### src/rtl/jt6295_pkg.sv
// rtl/jt6295_pkg.sv - shared constants and FSM encoding for the jt6295 channel sequencer
//
// Purpose: channel count, nibble width, default ROM address width and the
// sequencer FSM state type used by jt6295_chan_seq.
package jt6295_pkg;

  localparam int CH_NUM = 4;
  localparam int CH_W   = 2;
  localparam int NIB_W  = 4;
  localparam int AW_DEF = 18;

  typedef enum logic [1:0] {
    ST_IDLE  = 2'd0,
    ST_FETCH = 2'd1,
    ST_EMIT  = 2'd2
  } seq_state_t;

endpackage

### src/rtl/jt6295_chan_seq.sv
// rtl/jt6295_chan_seq.sv - four-channel ADPCM play-pointer sequencer with round-robin ROM fetch
//
// Purpose: holds per-channel play pointers loaded on start edges, services one
// channel slot per cen pulse, fetches sample bytes from ROM and emits one
// nibble per serviced slot towards the ADPCM decoder.
// Ports:
//   clk, rst                    clock, synchronous active-high reset
//   cen                         slot strobe
//   start, stop                 per-channel levels; rising edges load / halt
//   start_addr, stop_addr, att  channel load values sampled on a start edge
//   busy                        per-channel playing flags
//   rom_addr, rom_cs            ROM byte request
//   rom_data, rom_ok            ROM byte and its valid qualifier
//   nib, nib_ch, nib_att,
//   nib_first, nib_valid        emitted nibble and its tags
//   overrun                     sticky: cen dropped because a slot was pending
module jt6295_chan_seq
  import jt6295_pkg::*;
#(
  parameter int AW = AW_DEF
) (
  input  logic              clk,
  input  logic              rst,
  input  logic              cen,
  input  logic [CH_NUM-1:0] start,
  input  logic [CH_NUM-1:0] stop,
  input  logic [AW-1:0]     start_addr,
  input  logic [AW-1:0]     stop_addr,
  input  logic [3:0]        att,
  output logic [CH_NUM-1:0] busy,
  output logic [AW-1:0]     rom_addr,
  output logic              rom_cs,
  input  logic [7:0]        rom_data,
  input  logic              rom_ok,
  output logic [NIB_W-1:0]  nib,
  output logic [CH_W-1:0]   nib_ch,
  output logic [3:0]        nib_att,
  output logic              nib_first,
  output logic              nib_valid,
  output logic              overrun
);

  seq_state_t state, next_state;

  logic [CH_NUM-1:0] start_l, stop_l, start_rise, stop_rise;
  logic [CH_W-1:0]   slot;      // next slot to service
  logic [CH_W-1:0]   cur;       // slot currently in FETCH/EMIT
  logic              settle;    // first FETCH cycle: rom_addr still settling

  logic [AW-1:0]     ch_addr [CH_NUM];
  logic [AW-1:0]     ch_end  [CH_NUM];
  logic [3:0]        ch_att  [CH_NUM];
  logic [7:0]        ch_buf  [CH_NUM];
  logic [CH_NUM-1:0] ch_lo;
  logic [CH_NUM-1:0] ch_first;

  logic take_slot, go_fetch, accept, emit;

  assign start_rise = start & ~start_l;
  assign stop_rise  = stop  & ~stop_l;

  always_ff @(posedge clk) begin
    if (rst) state <= ST_IDLE;
    else     state <= next_state;
  end

  always_comb begin
    next_state = state;
    take_slot  = 1'b0;
    go_fetch   = 1'b0;
    accept     = 1'b0;
    emit       = 1'b0;
    case (state)
      ST_IDLE: begin
        if (cen) begin
          take_slot = 1'b1;
          // A start/stop edge landing on the slot being picked reshapes the
          // channel this cycle, so the slot is skipped rather than serviced
          // from stale pointer state.
          if (busy[slot] && !start_rise[slot] && !stop_rise[slot]) begin
            if (ch_lo[slot]) begin
              next_state = ST_EMIT;
            end else begin
              next_state = ST_FETCH;
              go_fetch   = 1'b1;
            end
          end
        end
      end
      ST_FETCH: begin
        if (start_rise[cur] || stop_rise[cur]) begin
          next_state = ST_IDLE;
        end else if (!settle && rom_ok) begin
          accept     = 1'b1;
          next_state = ST_EMIT;
        end
      end
      ST_EMIT: begin
        next_state = ST_IDLE;
        emit       = !start_rise[cur];
      end
      default: next_state = ST_IDLE;
    endcase
  end

  always_ff @(posedge clk) begin
    if (rst) begin
      start_l   <= '0;
      stop_l    <= '0;
      slot      <= '0;
      cur       <= '0;
      settle    <= 1'b0;
      busy      <= '0;
      rom_addr  <= '0;
      rom_cs    <= 1'b0;
      overrun   <= 1'b0;
      nib       <= '0;
      nib_ch    <= '0;
      nib_att   <= '0;
      nib_first <= 1'b0;
      nib_valid <= 1'b0;
      ch_lo     <= '0;
      ch_first  <= '0;
      for (int i = 0; i < CH_NUM; i++) begin
        ch_addr[i] <= '0;
        ch_end[i]  <= '0;
        ch_att[i]  <= '0;
        ch_buf[i]  <= '0;
      end
    end else begin
      start_l   <= start;
      stop_l    <= stop;
      nib_valid <= 1'b0;
      settle    <= 1'b0;

      if (cen && state != ST_IDLE) overrun <= 1'b1;

      if (take_slot) begin
        cur  <= slot;
        slot <= slot + 2'd1;
      end

      if (go_fetch) begin
        rom_addr <= ch_addr[slot];
        rom_cs   <= 1'b1;
        settle   <= 1'b1;
      end

      if (state == ST_FETCH && next_state != ST_FETCH) rom_cs <= 1'b0;

      if (accept) ch_buf[cur] <= rom_data;

      if (emit) begin
        nib_valid    <= 1'b1;
        nib          <= ch_lo[cur] ? ch_buf[cur][3:0] : ch_buf[cur][7:4];
        nib_ch       <= cur;
        nib_att      <= ch_att[cur];
        nib_first    <= ch_first[cur];
        ch_first[cur] <= 1'b0;
        if (!ch_lo[cur]) begin
          ch_lo[cur] <= 1'b1;
        end else begin
          ch_lo[cur] <= 1'b0;
          if (ch_addr[cur] == ch_end[cur]) busy[cur] <= 1'b0;
          else                             ch_addr[cur] <= ch_addr[cur] + AW'(1);
        end
      end

      // Edge handling comes last so a start edge overrides everything above.
      for (int i = 0; i < CH_NUM; i++) begin
        if (stop_rise[i]) busy[i] <= 1'b0;
        if (start_rise[i]) begin
          ch_addr[i]  <= start_addr;
          ch_end[i]   <= stop_addr;
          ch_att[i]   <= att;
          ch_lo[i]    <= 1'b0;
          ch_first[i] <= 1'b1;
          busy[i]     <= 1'b1;
        end
      end
    end
  end

endmodule

### config.mk
export PLATFORM = sky130hd
export DESIGN_NAME = jt6295_chan_seq
export DESIGN_NICKNAME = d
export VERILOG_FILES = /design/src/rtl/jt6295_pkg.sv /design/src/rtl/jt6295_chan_seq.sv
export SDC_FILE = /design/constraint.sdc
export NUM_CORES = 1
export LEC_CHECK = 0
export ABC_CLOCK_PERIOD_IN_PS = 5740
export BUFFER_PORTS_ARGS = -buffer_cell sky130_fd_sc_hd__buf_2
export CORE_MARGIN = 2
export CORE_UTILIZATION = 45
export DETAILED_ROUTE_END_ITERATION = 16
export PLACE_DENSITY_LB_ADDON = 0.08
export SLEW_MARGIN = 5
export SYNTH_ARGS = -nofsm -noshare
export SYNTH_HDL_FRONTEND = slang
export SYNTH_SLANG_ARGS = --single-unit
### constraint.sdc
create_clock -name clk -period 5.74 [get_ports clk]
set_input_delay 0.574 -clock clk [delete_from_list [all_inputs] [get_ports clk]]
set_output_delay 0.574 -clock clk [all_outputs]
set_load 0.005 [all_outputs]
==> results by group, run 1 <==
GRT
  • Wire length of the first global-routing pass: 47,400 um
  • Residual overflow from global routing: 0
  • Global-route usage over all layers: 22.2%
  • Antenna violations before repair: 0
  • Pin count of the biggest net entering global routing: 54
  • Vias in the first global route: 7,795

CTS
  • TritonCTS clock tree: built
  • Buffers from clock root to sink, at most: 3
  • Hold Buf Count CTS: 0
  • Reg clk slew, reported paths: 0.06 ns
  • Root Buffer Master: clkbuf_16
  • Clock latency on the worst-skew pair: 0.55 ns
  • Post-CTS Setup Repair Bufs: 0
  • Number of CTS-inserted buffers: 28
  • Num Clock Sinks: 253
  • Deepest level of the CTS H-tree: 1
  • Post-cts repair resize count: 0

STA
  • Final setup vio count: 0
  • Maximum achievable frequency: 246 MHz
  • Worst-case hold slack: 0.261 ns
  • Post-Route Setup TNS: 0 ns
  • Final min period: 4.06 ns
  • Setup repair after global routing missed its margin: no
  • Slew headroom: 29.3%
  • Max-slew violation count: 0
  • Final worst-path cycle share: 70.7%
  • Hold violation total from the final report: 0
  • Pin slew with the least headroom to its limit: 1.06 ns
  • Maximum clock skew at final layout: 0.0158 ns
  • PnR worst setup slack: 1.68 ns

Logic synthesis
  • Cell type with the largest total area after synthesis: edfxtp_1
  • Distinct cells, synth: 49
  • Seq/Total Area, Yosys: 58.8%
  • Netlist area before placement: 0.0119 mm2
  • Share of the synthesized area in the top cell type: 48.5%
  • Synthesized flop and latch total: 253
  • Cell types occupying the most area after synthesis: edfxtp_1, mux4_2, dfxtp_1
  • Synthesized area divided by synthesized cell count: 13.1 um2
  • Fraction of registers with async set or reset after synthesis: 0%
  • Top_reg_cell synth: edfxtp_1
  • Number of warnings reported in the yosys synthesis log: 0
  • Number of synthesized flops with an enable pin: 192
  • Post-synthesis instance total: 908
  • Syn nets: 969

Cells and area
  • Non-filler cells, final: 1,356
  • N_diodes: 0
  • Ratio of cells with drive above 1 in the final layout: 24.6%
  • Fillers: 2,295
  • Area delta synth->final: 15.0%
  • Final layout net count: 1,060
  • Summed area of non-filler cells in the final layout: 0.0137 mm2
  • Utilization after layout: 52.6%

Worst setup path
  • Endpoint required time on the critical path: 5.81 ns
  • WS Path Type: register to register
  • Kind of launch point of the worst setup path: register
  • Critical path endpoint category: register
  • Data arrival time of the worst path: 4.13 ns
  • Maximum fanout count along the critical path: 37
  • Minimum setup slack among reg-to-reg paths: 1.68 ns

Floorplan
  • Number of top-level design ports: 96
  • Horizontal die dimension: 167 um
  • Die Area: 0.0277 mm2
  • Placeable core region: 0.0260 mm2
  • Starting density of the core: 45.7%
  • Height of the die: 167 um
  • Num rows: 59

Placement
  • Placed inst area: 0.0127 mm2
  • Placed insts: 1,304
  • Quantity of I/O buffers inserted on ports: 95
  • Worst slack at placement: 1.62 ns
  • Final RePlAce weighted congestion: 0.808
  • Half-perimeter wire length of the detailed placement result: 20,000 um

Flow run
  • Number of maximum-capacitance constraint violations: 0

Routing
  • Routed via count: 7,743
  • Remaining routing DRC violations: 0
  • 1st-pass router iterations: 5
  • WL per Instance: 22.6 um
  • Iteration-0 DRC Markers: 694
  • Vias per Instance: 5.71
  • Routed Wire Length: 30,600 um
  • Final antenna-violating net count: 0

Power
  • Portion of total power attributed to the clock network: 41.7%
  • P per Cell Area: 325 mW/mm2
  • P_leak: 5.10 nW
  • Final Total Pwr: 4.44 mW
  • Comb power frac: 9.8%
  • Net switching power of the design: 1.05 mW
  • Maximum VDD drop: 0.000277 V
  • Switching fraction of total power: 23.6%
  • Relative contribution of sequential cells to total power: 48.5%
  • Internal power: 3.39 mW

Worst hold path
  • Class of the tightest hold or removal check: input port to register

Status
  • Run status: finished, final reports clean
per-layer routing:
layer	vias up	track usage [%]	part of all wire, %
li1	3546	-	-
met1	3849	32.6	45
met2	316	35.2	46
met3	32	3.64	7.5
met4	0	4.39	1.1
met5	-	0	0
area by class of cell:
class	instances	area (um2)	area share, %
Tap cell	335	419	3.07
Multi-Input combinational cell	592	4630	33.8
Inverter	4	15.0	0.110
Sequential cell	253	6990	51.1
Clock buffer	38	810	5.92
Timing Repair Buffer	120	663	4.85
Clock inverter	14	145	1.06
cells in the final DEF (no fill, tap or decap), types with 2 or more instances in the layout:
cell type	instances
a211oi_1	6
a21oi_1	11
a32o_1	3
and2_1	96
and3_1	27
buf_2	95
buf_4	25
bufinv_16	3
clkbuf_1	4
clkbuf_16	29
clkbuf_8	5
clkinv_1	2
clkinv_2	7
dfxtp_1	59
edfxtp_1	192
inv_1	4
inv_4	2
mux2i_1	23
mux4_2	69
nand2_1	100
nand2b_1	17
nand3_1	11
nand4_1	6
nor2_1	46
nor2b_1	17
nor2b_2	4
nor3b_1	2
nor4_1	6
o2111ai_1	3
o2111ai_2	2
o211ai_1	2
o21ai_0	75
o21ai_1	3
o31ai_1	3
or2_2	5
xnor2_1	11
xor2_1	29
worst paths after layout:
path	cells past startpoint	from	end
hold reg to reg	2	overrun	overrun
hold / removal	2	stop[3]	stop_l[3]
setup reg to reg	7	register	ch_addr[0][1]
setup / recovery	7	register	ch_addr[0][1]
synth_stat cells (all sizes together), types with 5 or more instances:
cell type and n:
nor4 7, and3 27, nand4 6, nor2 46, dfxtp 61, and2 96, a211oi 6, xnor2 11
buf 14, xor2 29, nand3 11, edfxtp 192, mux4 69, nand2b 17, mux2i 23, clkbuf 45
nor2b 21, o21ai 78, nand2 100, or2 5, a21oi 11, o2111ai 5
flip-flops by register name, indices dropped and copies added, names as in the netlist, named ones only:
| register | count |
|---|---|
| ch_addr | 72 |
| ch_buf | 32 |
| nib_ch | 2 |
| rom_cs | 1 |
| cur | 2 |
| busy | 4 |
| nib_valid | 1 |
| nib_first | 1 |
| ch_end | 72 |
| start_l | 4 |
| rom_addr | 18 |
| settle | 1 |
| nib_att | 4 |
| state | 2 |
| slot | 2 |
| ch_first | 4 |
| stop_l | 4 |
| nib | 4 |
| overrun | 1 |
| ch_att | 16 |
cells by family after synthesis:
logic type,share of synthesized area [%]
simple gates,14.9
flops,58.8
compound gates,5.77
mux,15.1
buf+inv,2.39
xor+xnor,2.95
fa+ha+maj,0.105
worst max-delay path: stages, from the launching register on:
cell and delay (ns):
dfxtp_4 0.81, mux4_2 0.68, xor2_1 0.19, nor4_1 0.29, nand3_1 0.39, o2111ai_1 0.32
buf_4 0.26, nand2b_1 0.60
power by group through the flow:
| stage | clock, mW | combinational (mW) | sequential [mW] |
|---|---|---|---|
| after floorplan | 0 | 0.310 | 2.15 |
| after global placement | 0 | 0.434 | 2.20 |
| after detailed placement | 0 | 0.438 | 2.19 |
| after CTS | 1.88 | 0.440 | 2.15 |
| after global routing | 1.96 | 0.475 | 2.16 |
| final | 1.85 | 0.435 | 2.16 |
Power figures use the tool's default switching activity.
==> run 2: changes to the inputs <==
Settings changed: ABC_CLOCK_PERIOD_IN_PS 5740 to 4000.
Clock period 5.74 ns to 4 ns, I/O delays scaled along.
==> results by group, run 2 (synthesis gave the netlist of run 1 again) <==
CTS
  • Buffers from clock root to sink, at most: 3
  • Deepest level of the CTS H-tree: 1
  • TritonCTS clock tree: built
  • Number of CTS-inserted buffers: 28
  • Num Clock Sinks: 253
  • Post-CTS Setup Repair Bufs: 0
  • Reg clk slew, reported paths: 0.06 ns
  • Root Buffer Master: clkbuf_16
  • Hold Buf Count CTS: 0
  • Post-cts repair resize count: 0
  • Clock latency on the worst-skew pair: 0.55 ns

STA
  • Final setup vio count: 0
  • Max-slew violation count: 0
  • Setup repair after global routing missed its margin: no
  • Hold violation total from the final report: 0
  • Slew headroom: 32.8%
  • Worst-case hold slack: 0.0743 ns
  • Final worst-path cycle share: 85.3%
  • Maximum clock skew at final layout: 0.0191 ns
  • Final min period: 3.41 ns
  • Maximum achievable frequency: 293 MHz
  • Post-Route Setup TNS: 0 ns
  • Pin slew with the least headroom to its limit: 1.01 ns

GRT
  • Global-route usage over all layers: 21.4%
  • Pin count of the biggest net entering global routing: 45
  • Residual overflow from global routing: 0
  • Vias in the first global route: 7,869
  • Antenna violations before repair: 0
  • Wire length of the first global-routing pass: 46,200 um

Cells and area
  • Ratio of cells with drive above 1 in the final layout: 25.0%
  • Registers with the highest flip-flop counts: ch_addr (72), ch_end (72), ch_buf (32)
  • Leading cell type in the layout, fill and taps excluded: edfxtp_1
  • Commonest cells after routing, fill and taps aside: edfxtp_1, nand2_1, and2_1
  • Fillers: 2,259
  • Final layout net count: 1,073
  • Area delta synth->final: 15.8%
  • Summed area of non-filler cells in the final layout: 0.0138 mm2
  • N_diodes: 0

Power
  • Switching fraction of total power: 23.4%
  • Internal power: 4.84 mW
  • Portion of total power attributed to the clock network: 41.2%
  • Net switching power of the design: 1.48 mW
  • P_leak: 5.14 nW
  • Maximum VDD drop: 0.000370 V
  • Relative contribution of sequential cells to total power: 48.4%
  • P per Cell Area: 459 mW/mm2
  • Comb power frac: 10.3%

Worst setup path
  • Kind of launch point of the worst setup path: register
  • Data arrival time of the worst path: 3.68 ns
  • Endpoint required time on the critical path: 4.27 ns
  • Cell with the largest stage delay on the worst path: dfxtp_4
  • WS Path Type: register to register
  • Maximum fanout count along the critical path: 24
  • Cell seen most often among critical-path stages: buf_4
  • Worst stage delay on the critical path: 0.70 ns
  • Critical path endpoint category: register
  • Cell-by-cell listing of the critical path: buf_4, mux4_2, xor2_1, nor4_2, nand3_1, o2111ai_2, buf_4, o21ai_0

Routing
  • 1st-pass router iterations: 5
  • Routed Wire Length: 29,600 um
  • Vias per Instance: 5.57
  • Remaining routing DRC violations: 0
  • Routed via count: 7,631
  • Final antenna-violating net count: 0
  • WL per Instance: 21.6 um
  • Iteration-0 DRC Markers: 591

Floorplan
  • Die Area: 0.0277 mm2
  • Num rows: 59
  • Starting density of the core: 45.7%
  • Placeable core region: 0.0260 mm2
  • Height of the die: 167 um
  • Horizontal die dimension: 167 um
  • Number of top-level design ports: 96

Placement
  • Placed inst area: 0.0128 mm2
  • Quantity of I/O buffers inserted on ports: 95
  • Final RePlAce weighted congestion: 0.814
  • Half-perimeter wire length of the detailed placement result: 19,100 um

Status
  • Run status: finished, final reports clean

Worst hold path
  • Class of the tightest hold or removal check: input port to register

Flow run
  • Number of maximum-capacitance constraint violations: 0
[run 2: critical path, delay by kind of cell (launching register included)]
kind / cells / cell delay, ns
multiplexers: 1 / 0.51
AO/OA/AOI/OAI: 2 / 0.63
XOR/XNOR: 1 / 0.16
flip-flops: 1 / 0.70
AND/OR/NAND/NOR: 2 / 0.59
buffers and inverters: 2 / 0.52
[run 2: layout make-up]
type                            instances  area, um2  area share, %
Multi-Input combinational cell        592       4630           33.6
Tap cell                              335        419           3.04
Inverter                                4       15.0          0.109
Clock buffer                           33        741           5.38
Sequential cell                       253       6990           50.8
Timing Repair Buffer                  133        786           5.71
Clock inverter                         19        188           1.36
[run 2: metal layers]
layer	wire length (um)	GRT usage (%)	vias to the layer above
met5	0	0	-
met4	495	4.57	0
met3	1690	3.07	40
met2	13800	34.4	243
met1	13600	31.3	3787
li1	-	-	3561
[run 2: power by group through the flow]
stage / clock network [mW] / registers (mW) / logic [mW]
final: 2.61 / 3.06 / 0.653
after global routing: 2.76 / 3.08 / 0.711
after CTS: 2.65 / 3.06 / 0.661
after detailed placement: 0 / 3.12 / 0.659
after global placement: 0 / 3.12 / 0.656
after floorplan: 0 / 3.08 / 0.445
[run 2: worst paths after layout]
path / startpoint / to / slack (ns) / depth (start not counted)
setup / recovery: register / ch_addr[1][8] / 0.59 / 8
hold / removal: stop[3] / stop_l[3] / 0.07 / 2
setup reg to reg: register / ch_addr[1][8] / 0.59 / 8
hold reg to reg: overrun / overrun / 0.45 / 2
[run 2: metrics by stage]
stage / worst slack [ns] / cells / power, mW / util, %
final: 0.589 / 1369 / 6.32 / 53.0
after global routing: 0.325 / 1369 / 6.55 / 53.0
after CTS: 0.558 / 1369 / 6.38 / 53.0
after detailed placement: 0.581 / 1317 / 3.78 / 49.4
after global placement: 0.596 / 1317 / 3.77 / 49.4
after floorplan: 0.612 / 908 / 3.53 / -
==> run 3: changes to the inputs <==
Settings changed: BUFFER_PORTS_ARGS -buffer_cell sky130_fd_sc_hd__buf_2 to -buffer_cell sky130_fd_sc_hd__buf_4.
==> results by group, run 3 (synthesis gave the netlist of run 1 again) <==
Worst setup path
  • Cell family contributing the most delay on the critical path: compound AO/OA/AOI/OAI gates
  • Maximum fanout count along the critical path: 44
  • Cell-by-cell listing of the critical path: buf_12, mux4_2, xor2_1, nor4_2, nand3_1, o2111ai_2, buf_4, o21ai_0
  • Data arrival time of the worst path: 3.71 ns
  • Worst R2R Path Depth: 8
  • Cell with the largest stage delay on the worst path: mux4_2
  • Worst stage delay on the critical path: 0.66 ns
  • Destination of the worst register-to-register timing path: ch_addr[1][17]
  • Minimum setup slack among reg-to-reg paths: 0.58 ns
  • End of the critical path: ch_addr[1][17]
  • Kind of launch point of the worst setup path: register
  • CP bufs+invs: 2
  • WS Path Type: register to register
  • Endpoint required time on the critical path: 4.29 ns
  • Critical path endpoint category: register
  • Crit. path cell count: 8

Routing
  • WL per Instance: 21.6 um
  • Remaining routing DRC violations: 0
  • Routed via count: 7,644
  • Vias per Instance: 5.60
  • Iteration-0 DRC Markers: 732
  • Final antenna-violating net count: 0
  • 1st-pass router iterations: 5
  • Routed Wire Length: 29,500 um

STA
  • Slew headroom: 40.8%
  • Worst-case hold slack: 0.0778 ns
  • Final setup vio count: 0
  • Post-Route Setup TNS: 0 ns
  • Setup repair after global routing missed its margin: no
  • Maximum clock skew at final layout: 0.0104 ns
  • Final worst-path cycle share: 85.6%
  • Final min period: 3.42 ns
  • Max-slew violation count: 0
  • Maximum achievable frequency: 292 MHz
  • Hold violation total from the final report: 0
  • Pin slew with the least headroom to its limit: 0.884 ns

Worst hold path
  • Class of the tightest hold or removal check: input port to register

Power
  • Switching fraction of total power: 23.0%
  • Relative contribution of sequential cells to total power: 47.1%
  • Maximum VDD drop: 0.000357 V
  • Final Total Pwr: 6.48 mW
  • Comb power frac: 10.5%
  • Portion of total power attributed to the clock network: 42.4%
  • Internal power: 4.99 mW
  • P_leak: 5.19 nW
  • Net switching power of the design: 1.49 mW
  • P per Cell Area: 462 mW/mm2

Cells and area
  • Registers with the highest flip-flop counts: ch_addr (72), ch_end (72), ch_buf (32)
  • Area delta synth->final: 18.0%
  • Ratio of cells with drive above 1 in the final layout: 24.9%
  • Commonest cells after routing, fill and taps aside: edfxtp_1, buf_4, nand2_1
  • N_diodes: 0
  • Non-filler cells, final: 1,365
  • Leading cell type in the layout, fill and taps excluded: edfxtp_1
  • Final layout net count: 1,068
  • Summed area of non-filler cells in the final layout: 0.0140 mm2

CTS
  • Hold Buf Count CTS: 0
  • Number of CTS-inserted buffers: 29
  • Reg clk slew, reported paths: 0.06 ns
  • Deepest level of the CTS H-tree: 1
  • Clock latency on the worst-skew pair: 0.55 ns
  • Root Buffer Master: clkbuf_16
  • Post-cts repair resize count: 0
  • Num Clock Sinks: 253
  • Post-CTS Setup Repair Bufs: 0
  • Buffers from clock root to sink, at most: 3
  • TritonCTS clock tree: built

GRT
  • Residual overflow from global routing: 0
  • Pin count of the biggest net entering global routing: 54
  • Wire length of the first global-routing pass: 46,000 um
  • Global-route usage over all layers: 21.4%
  • Vias in the first global route: 7,795
  • Antenna violations before repair: 0

Placement
  • Quantity of I/O buffers inserted on ports: 95
  • Final RePlAce weighted congestion: 0.804
  • Placed inst area: 0.0130 mm2
  • Placed insts: 1,311
  • Half-perimeter wire length of the detailed placement result: 18,400 um

Floorplan
  • Number of top-level design ports: 96
  • Height of the die: 167 um
  • Num rows: 59
  • Horizontal die dimension: 167 um
  • Die Area: 0.0277 mm2
  • Starting density of the core: 45.7%
  • Placeable core region: 0.0260 mm2

Flow run
  • Number of maximum-capacitance constraint violations: 0

Status
  • Run status: finished, final reports clean
[run 3: how the worst min path moves through the flow]
stage / to / slack [ns] / cells past startpoint / start
2_1_floorplan: ch_first[2] / 0.43 / 2 / ch_first[2]
3_3_place_gp: overrun / 0.44 / 2 / overrun
3_5_place_dp: overrun / 0.44 / 2 / overrun
4_1_cts: stop_l[0] / 0.06 / 2 / stop[0]
5_1_grt: stop_l[0] / 0.07 / 2 / stop[0]
6_report: stop_l[0] / 0.08 / 2 / stop[0]
[run 3: layout make-up]
cell class / instances / area [um2]
Fill cell: 2258 / 12000
Sequential cell: 253 / 6990
Multi-Input combinational cell: 592 / 4630
Timing Repair Buffer: 127 / 978
Clock buffer: 40 / 787
Tap cell: 335 / 419
Clock inverter: 14 / 211
Inverter: 4 / 15.0
[run 3: power groups by stage]
stage | Combinational, mW | Sequential (mW) | Clock (mW)
floorplan | 0.445 | 3.08 | 0
global placement | 0.686 | 3.11 | 0
detailed placement | 0.687 | 3.11 | 0
CTS | 0.689 | 3.06 | 2.81
global route | 0.739 | 3.07 | 2.89
finish | 0.680 | 3.05 | 2.75
[run 3: metal layers]
metal  GRT usage (%)  routed length, um  vias to the layer above
met2            34.1              13600                      231
li1                -                  -                     3559
met1            31.4              13800                     3809
met4            5.13                515                        0
met3            2.99               1600                       45
met5               0                  0                        -
[run 3: worst reg2reg max path, stage by stage, from the launching register on]
cell and delay, ns:
dfxtp_2 0.34, buf_12 0.34, mux4_2 0.68, xor2_1 0.21, nor4_2 0.27, nand3_1 0.36
o2111ai_2 0.58, buf_4 0.28, o21ai_0 0.11
[run 3: through the flow]
step | setup slack [ns] | util, %
global placement | 0.651 | 50.1
floorplan | 0.612 | -
detailed placement | 0.576 | 50.1
finish | 0.576 | 54.0
CTS | 0.574 | 54.0
global route | 0.288 | 54.0
